--- config.mk ---
export PLATFORM = sky130hd
export DESIGN_NAME = hazard_ctrl
export DESIGN_NICKNAME = d
export VERILOG_FILES = /design/src/rtl/hazard_ctrl.sv
export SDC_FILE = /design/constraint.sdc
export NUM_CORES = 1
export LEC_CHECK = 0
export CAP_MARGIN = 10
export CORE_UTILIZATION = 42
export CTS_BUF_LIST = sky130_fd_sc_hd__clkbuf_8
export DETAILED_ROUTE_END_ITERATION = 16
export GPL_ROUTABILITY_DRIVEN = 1
export PLACE_DENSITY = 0.79
export RECOVER_POWER = 50
export SLEW_MARGIN = 25
export SYNTH_ARGS = -nofsm -noshare
export SYNTH_HDL_FRONTEND = slang
export SYNTH_SLANG_ARGS = --single-unit
--- constraint.sdc ---
create_clock -name i_clk -period 1.8 [get_ports i_clk]
set_input_delay 0.27 -clock i_clk [delete_from_list [all_inputs] [get_ports i_clk]]
set_output_delay 0.27 -clock i_clk [all_outputs]
set_load 0.005 [all_outputs]
--- src/rtl/hazard_ctrl.sv ---
// hazard_ctrl: pipeline stall/flush/forwarding control with a syscall drain FSM.
// Define HAZARD_STATS_EN to add stall/flush event counters.
module hazard_ctrl #(
  parameter int DRAIN_CYCLES = 3
) (
  input  logic       i_clk,
  input  logic       i_rst_n,
  input  logic [4:0] i_rs_d,
  input  logic [4:0] i_rt_d,
  input  logic [4:0] i_rs_e,
  input  logic [4:0] i_rt_e,
  input  logic [4:0] i_write_reg_e,
  input  logic [4:0] i_write_reg_m,
  input  logic [4:0] i_write_reg_w,
  input  logic       i_reg_write_e,
  input  logic       i_reg_write_m,
  input  logic       i_reg_write_w,
  input  logic       i_mem_to_reg_e,
  input  logic       i_mem_to_reg_m,
  input  logic       i_branch_d,
  input  logic       i_pc_src_d,
  input  logic       i_syscall_e,
  output logic       o_stall_f,
  output logic       o_stall_d,
  output logic       o_flush_d,
  output logic       o_flush_e,
  output logic       o_fwd_a_d,
  output logic       o_fwd_b_d,
  output logic [1:0] o_fwd_a_e,
  output logic [1:0] o_fwd_b_e,
  output logic       o_syscall_go
`ifdef HAZARD_STATS_EN
  ,
  output logic [31:0] o_stall_cnt,
  output logic [31:0] o_flush_cnt
`endif
);
  typedef enum logic [1:0] {IDLE, DRAIN, FIRE} state_t;
  state_t     r_state, w_next;
  logic [3:0] r_cnt;
  logic       r_go;
  logic       w_lw, w_br, w_hold;
  // A write to r0 is never a real producer, so it never matches.
  function automatic logic hit(input logic we, input logic [4:0] wr, input logic [4:0] rd);
    return we && (wr != 5'd0) && (wr == rd);
  endfunction
  assign w_lw = i_mem_to_reg_e && (i_rt_e != 5'd0) && (i_rt_e == i_rs_d || i_rt_e == i_rt_d);
  assign w_br = i_branch_d && (hit(i_reg_write_e, i_write_reg_e, i_rs_d) ||
                               hit(i_reg_write_e, i_write_reg_e, i_rt_d) ||
                               hit(i_mem_to_reg_m, i_write_reg_m, i_rs_d) ||
                               hit(i_mem_to_reg_m, i_write_reg_m, i_rt_d));
  assign w_hold = i_rst_n && (w_lw || w_br || r_state != IDLE);
  assign o_stall_f = w_hold;
  assign o_stall_d = w_hold;
  assign o_flush_e = !i_rst_n || w_hold;
  assign o_flush_d = i_rst_n && i_pc_src_d && !w_hold;
  assign o_fwd_a_d = i_rst_n && hit(i_reg_write_m, i_write_reg_m, i_rs_d);
  assign o_fwd_b_d = i_rst_n && hit(i_reg_write_m, i_write_reg_m, i_rt_d);
  assign o_fwd_a_e = !i_rst_n ? 2'b00 : hit(i_reg_write_m, i_write_reg_m, i_rs_e) ? 2'b10 :
                     hit(i_reg_write_w, i_write_reg_w, i_rs_e) ? 2'b01 : 2'b00;
  assign o_fwd_b_e = !i_rst_n ? 2'b00 : hit(i_reg_write_m, i_write_reg_m, i_rt_e) ? 2'b10 :
                     hit(i_reg_write_w, i_write_reg_w, i_rt_e) ? 2'b01 : 2'b00;
  assign o_syscall_go = r_go;
  always_comb begin
    w_next = IDLE;
    if (r_state == IDLE) w_next = i_syscall_e ? DRAIN : IDLE;
    else if (r_state == DRAIN) w_next = (r_cnt == 4'd0) ? FIRE : DRAIN;
  end
  always_ff @(posedge i_clk or negedge i_rst_n) begin
    if (!i_rst_n) begin
      r_state <= IDLE;
      r_cnt   <= 4'd0;
      r_go    <= 1'b0;
    end else begin
      r_state <= w_next;
      r_cnt   <= (r_state == IDLE && i_syscall_e) ? 4'(DRAIN_CYCLES - 1) :
                 (r_state == DRAIN && r_cnt != 4'd0) ? r_cnt - 4'd1 : r_cnt;
      r_go    <= (r_state == DRAIN) && (r_cnt == 4'd0);
    end
  end
`ifdef HAZARD_STATS_EN
  always_ff @(posedge i_clk or negedge i_rst_n) begin
    if (!i_rst_n) begin
      o_stall_cnt <= 32'd0;
      o_flush_cnt <= 32'd0;
    end else begin
      o_stall_cnt <= o_stall_cnt + 32'(o_stall_d);
      o_flush_cnt <= o_flush_cnt + 32'(o_flush_d);
    end
  end
`endif
endmodule

==> metrics.cfg <==
[status]
status=finished, violations left
violations=negative setup slack

[detailed_routing]
drtIter0Drc=38
first_pass_iters=4
wl_mm=4.79
drc_errors=0
vias=1412
wire_per_inst_um=19.4
drt-vias-per-instance=5.72
drtAntennaViolNets=0

[layout]
n_antenna_cell=0
fin_area_um2=2090
nFillCells=147
layout.nets=265
post-route-util=0.836
drive_gt1_frac=0.521
final_cells=247
areaGrowthSynthToFinish_pct=85.9

[cts]
cts_root_buf=clkbuf_8
cts_buffers=3
insertion_delay_ps=230
tritoncts=yes
clk_path_buf_depth=2
cts-hold-fix-buffers=0
clkSlewWorstSetupHoldPaths_ps=40
clock-sinks=7
cts_htree_levels=1

[synth]
postSynthCellCount=136
ys_ff_latch=7
yosys_warnings=0
synth_area_leaders=xnor2_1, dfrtp_1, xor2_1
synth_fp_nets=183
synth_flop_cell=dfrtp_1
synth.avg_cell_area_um2=8.27
synth_cell_type_count=29
synth_common_cells=xnor2_1, xor2_1, nand2_1, nand3_1
async_flop_share=1.00
synth.largest_area_cell=xnor2_1
synth_area_um2=1120
synth_top_area_share=0.273
synth_edf_count=0
synth_most_common_cell=xnor2_1
seq_area_frac_synth=0.156

[timing]
finalWorstSetupSlack_ps=-134
finalHoldViolCount=0
skew_ps=3.24
finalCriticalPeriod_ps=1930
fin_crit_sh=1.07
fmax_mhz=517
maxSlewHeadroom=0.760
slew_violations=0
finalHoldWorstSlack_ps=115
tightest_slew_ps=360
fin_tns_setup_ps=-468
setup_viol=5
rsz0062_at_grt=yes

[die]
io_pins=56
core_area_um2=2500
start_util=0.450
die_area_um2=2890
die_h_um=53.8
num_rows=18
die_w_um=53.8

[setup_path]
cp-end-kind=output port
cp_top_family=compound AO/OA/AOI/OAI gates
crit_required_ps=1530
startpoint_type=input port
r2r_cells=7
timing.rr.start=r_cnt[0]
crit_path_max_fanout=5
max_stage_delay_ps=400
critPathSlowestCell=a311oi_2
regToRegEndpoint=r_cnt[2]
crit_chain=buf_2, nor3_1, nand2_1, a311oi_2, a31oi_1, buf_4, buf_6
path_buf_inv=3
crit_type=input port to output port
crit_arrival_ps=1660
r2r_slack_ps=150
startpoint=i_rt_e[0]

[placement]
dp_worst_setup_slack_ps=-806
place.detailed.hpwl_mm=3.13
place_area_um2=1820
place.gp.congestion=0.894
placed_cells=233
port_buffers=55

[power_and_ir_drop]
finalPower_mw=1.31
combinationalPowerShare=0.606
clockPowerShare=0.171
p_per_area_nw_per_um2=627
switchingPower_mw=0.534
peakVddDrop_v=0.00102
p_seq_frac=0.223
p_sw_frac=0.407
intPower_mw=0.778
leakage_nw=0.943

[global_route]
grt_pass1_vias=1379
grt_overflow=0
antenna_found_initial=0
grt_usage=0.326
grt_max_degree=15
grt_pass1_wl_mm=6.59

[job]
maxCapViolCount=0

[min_path]
min_path_type=input port to asynchronous set/reset pin

## repair_timing
item,in CTS,in global routing
pin swaps,45,18
gates resized for setup,196,35
endpoints found under the setup margin,10,10
setup buffers,7,3
## area by class of cell
class	count	area [µm²]	share of cell area
Inverter	4	15.0	0.00718
Timing Repair Buffer	88	711	0.340
Sequential cell	7	175	0.0838
Clock buffer	3	41.3	0.0197
Tap cell	30	37.5	0.0180
Clock inverter	1	3.75	0.00180
Multi-Input combinational cell	114	1110	0.530
## power groups by stage
stage	logic [mW]	clock network (mW)	registers [mW]
final	0.795	0.224	0.293
after global routing	0.843	0.233	0.301
after CTS	0.728	0.227	0.289
after detailed placement	0.704	0	0.290
after global placement	0.677	0	0.284
after floorplan	0.419	0	0.276
## sequential cells by signal (all words and copies together), names as in the netlist
signal,count
r_cnt,4
r_state,2
o_syscall_go,1
## layer usage
metal / wire length [µm] / part of all wire / vias to the layer above / track usage
li1: - / - / 618 / -
met1: 1710 / 0.36 / 658 / 0.361
met2: 2470 / 0.52 / 113 / 0.599
met3: 372 / 0.078 / 23 / 0.0339
met4: 238 / 0.050 / 0 / 0.171
met5: 0 / 0 / - / 0
## how the worst max path moves through the flow
stage / endpoint / depth (start not counted) / slack, ps
floorplan: o_stall_f / 7 / 160
global placement: o_fwd_b_e[1] / 7 / -790
detailed placement: o_stall_f / 7 / -810
CTS: o_fwd_a_e[0] / 6 / -60
global route: o_stall_d / 8 / -200
finish: o_stall_d / 7 / -130
## logic make-up (layout without fill, tap and decap cells)
kind of cell | Yosys count | after routing | synth area share
compound gates | 8 | 8 | 0.0645
xor+xnor | 53 | 53 | 0.413
fa+ha+maj | 2 | 2 | 0.0222
buf+inv | 15 | 96 | 0.0734
flops | 7 | 7 | 0.156
simple gates | 51 | 51 | 0.271
## layout by cell type, fill, tap and decap left out, drive strengths merged, types with 2 or more instances in the layout
cell and n:
buf 68, xnor2 35, xor2 18, nand2 11, nand3 8, nor2 7
clkdlybuf4s50 7, dlygate4sd2 7, dfrtp 7, clkbuf 6, inv 5, nor4 5
or4 4, and2 4, nor3 4, o211ai 2, o22ai 2, and3 2
nor3b 2, ha 2, o2111ai 2, clkdlybuf4s15 2
Power figures use the tool's default switching activity.
==> RTL edit, RTL diff (same settings) <==
Re-encode `state_t` (3 states) as one-hot, 3 bits wide.
--- a/src/rtl/hazard_ctrl.sv
+++ b/src/rtl/hazard_ctrl.sv
@@ -36,5 +36,5 @@
 `endif
 );
-  typedef enum logic [1:0] {IDLE, DRAIN, FIRE} state_t;
+  typedef enum logic [2:0] {IDLE = 3'b001, DRAIN = 3'b010, FIRE = 3'b100} state_t;
   state_t     r_state, w_next;
   logic [3:0] r_cnt;
Check against the original RTL: no difference found for any inputs over 10 cycles, from zero or initial values and one cycle with i_rst_n low; not proved beyond that.
==> RTL edit against the original RTL <==
- the flow still finishes with violations (setup timing)
- hold slack worse by 9.9 ps
- wire length is 4.0% lower
- register-to-register slack worse by 20 ps
- power is 0.67% lower
- setup slack better by 58 ps
- cell area is 3.1% higher
- sequential cell count is 1 higher
- non-clock buffer count is 4 higher
- via count is 0.71% lower
- synthesized area is 1.7% higher
- largest power group unchanged
==> RTL edit: results (changes against the original RTL) <==
outcome=complete, but fails checks; failing checks=setup timing; Yosys Warn Count=0 (unchanged); R2R Setup Slk=130 ps (-20 ps); initial DRC count=28 (-26%); max FFs per register=4 (unchanged); worst slew pin tran=369.4 ps (+9.703 ps); fraction of layout cells with a size suffix above 1=50.22% (-1.9 points); Synth area leaders=xor2_1 (21%), xnor2_1 (19%), dfrtp_1 (15%), buf_2 (3.9%), or4_1 (3.3%); vias in the first global route=1404 (+1.8%); VDD IR-drop max=0.8360 mV (-18%); Critical Path Max Stage Delay=260 ps (-140 ps); critical path startpoint=i_rs_d[2]; post-synth cell types=34 (+17%); drt pass-1 iters=4 (unchanged); DP HPWL=3040 um (-2.9%); Data arrival, critical path=1610 ps (-50 ps); FF-to-FF Start=r_cnt[0]$_DFFE_PN0P_; Worst Setup EP=o_stall_d; Post-synth ARST share=100.0% (unchanged); nets=273 (+3.0%); gr usage total=32.40% (-0.15 points); sequential share of the synthesized area=17.61% (+2.0 points); Final ANT Viol Nets=0 (unchanged); Clock Skew=6.933 ps (+3.691 ps); worst r2r dst=r_cnt[2]$_DFFE_PN0P_; drt via density=5.498 (-3.8%); Final Wtd Congestion=0.8133 (-9.0%); Syn Nets=187 (+2.2%); PortBufs=55 (unchanged); first-pass GRT wire length=6555 um (-0.52%); final setup violation count=4 (-1); WL/cell=18.04 um (-7.0%); critical path fanouts, max=3 (-2); pin count of the biggest net entering global routing=16 (+1); Post-synth top cells=xor2_1 (28), xnor2_1 (25), buf_2 (9), nor2_1 (9), nand2_1 (8); worst setup margin=-76.81 ps (+57.56 ps); Leak=1.023 nW (+8.5%); crit path max-delay cell type=o21a_2
## RTL edit: cell count changes after synthesis, sizes merged, moves of 2 or more
cell,before,now
nand2,11,8
nand2b,0,2
nand3,8,6
nor2,7,9
xnor2,35,25
xor2,18,28
## RTL edit: through the flow
| step | cells | area (um2) | setup slack [ps] | total power (W) | setup TNS, ps |
|---|---|---|---|---|---|
| after floorplan | 140 | 1144 | 107.1 | 0.0006376 | 0 |
| after global placement | 245 | 1901 | -754.0 | 0.0009544 | -6794 |
| after detailed placement | 245 | 1901 | -863.5 | 0.0009907 | -7253 |
| after CTS | 253 | 2132 | -88.09 | 0.001242 | -178.3 |
| after global routing | 255 | 2155 | -101.6 | 0.001379 | -415.2 |
| final | 255 | 2155 | -76.81 | 0.001303 | -254.0 |
## RTL edit: worst min path at each step
stage                         startpoint                endpoint  slack [ps]  cells after the start
finish                           i_rst_n    r_cnt[0]$_DFFE_PN0P_         100                      2
global route                     i_rst_n    r_cnt[2]$_DFFE_PN0P_         130                      2
CTS                              i_rst_n    r_cnt[2]$_DFFE_PN0P_         110                      2
detailed placement  r_state[2]$_DFF_PN0_    r_state[0]$_DFF_PN1_         490                      1
global placement    r_state[2]$_DFF_PN0_    r_state[0]$_DFF_PN1_         470                      1
floorplan                        i_rst_n  o_syscall_go$_DFF_PN0_         -30                      0
## RTL edit: cell type report
type | count | area, um2
Clock buffer | 3 | 41.29
Fill cell | 134 | 367.9
Inverter | 4 | 15.01
Multi-Input combinational cell | 117 | 1115
Tap cell | 30 | 37.54
Timing Repair Buffer | 92 | 740.7
Clock inverter | 1 | 3.754
Sequential cell | 8 | 201.4
## RTL edit: timing repair
item	in CTS	in global routing
pin swaps	34	21
buffers inserted	4	3
setup endpoints to repair	10	11
endpoints found under the hold margin	0	0
gates resized for setup	175	49
## RTL edit: kinds of logic (layout without fill, tap and decap cells)
kind of cell             count (synthesis)  in the layout  synth area share (%)
buffers and inverters                   15            100                 6.892
flip-flops                               8              8                 17.62
XOR/XNOR                                53             53                 40.59
AO/OA/AOI/OAI                           10             10                 6.456
adder cells (fa/ha/maj)                  2              2                 2.188
AND/OR/NAND/NOR                         52             52                 26.26
## RTL edit: report_power, final
part           switching, W  internal (W)  leakage (nW)
combinational      0.000372      0.000406         0.894
clock             0.0000897      0.000149        0.0269
sequential        0.0000428      0.000244         0.102
## RTL edit: per-layer routing
layer	vias up	share of wire, %	global-route usage, %	wire [um]
li1	641	-	-	-
met1	676	38	34.68	1756
met2	69	52	61.18	2412
met3	16	6.3	7.627	291
met4	0	3.1	10.26	141
met5	-	0	0	0
## RTL edit: worst max-delay path, delay by kind of cell
kind,cells,cell delay (ps)
xor gates and xnor gates,1,180
and+or+nand+nor,1,210
buffers and inverters,2,370
AOI/OAI and AO/OA,3,560
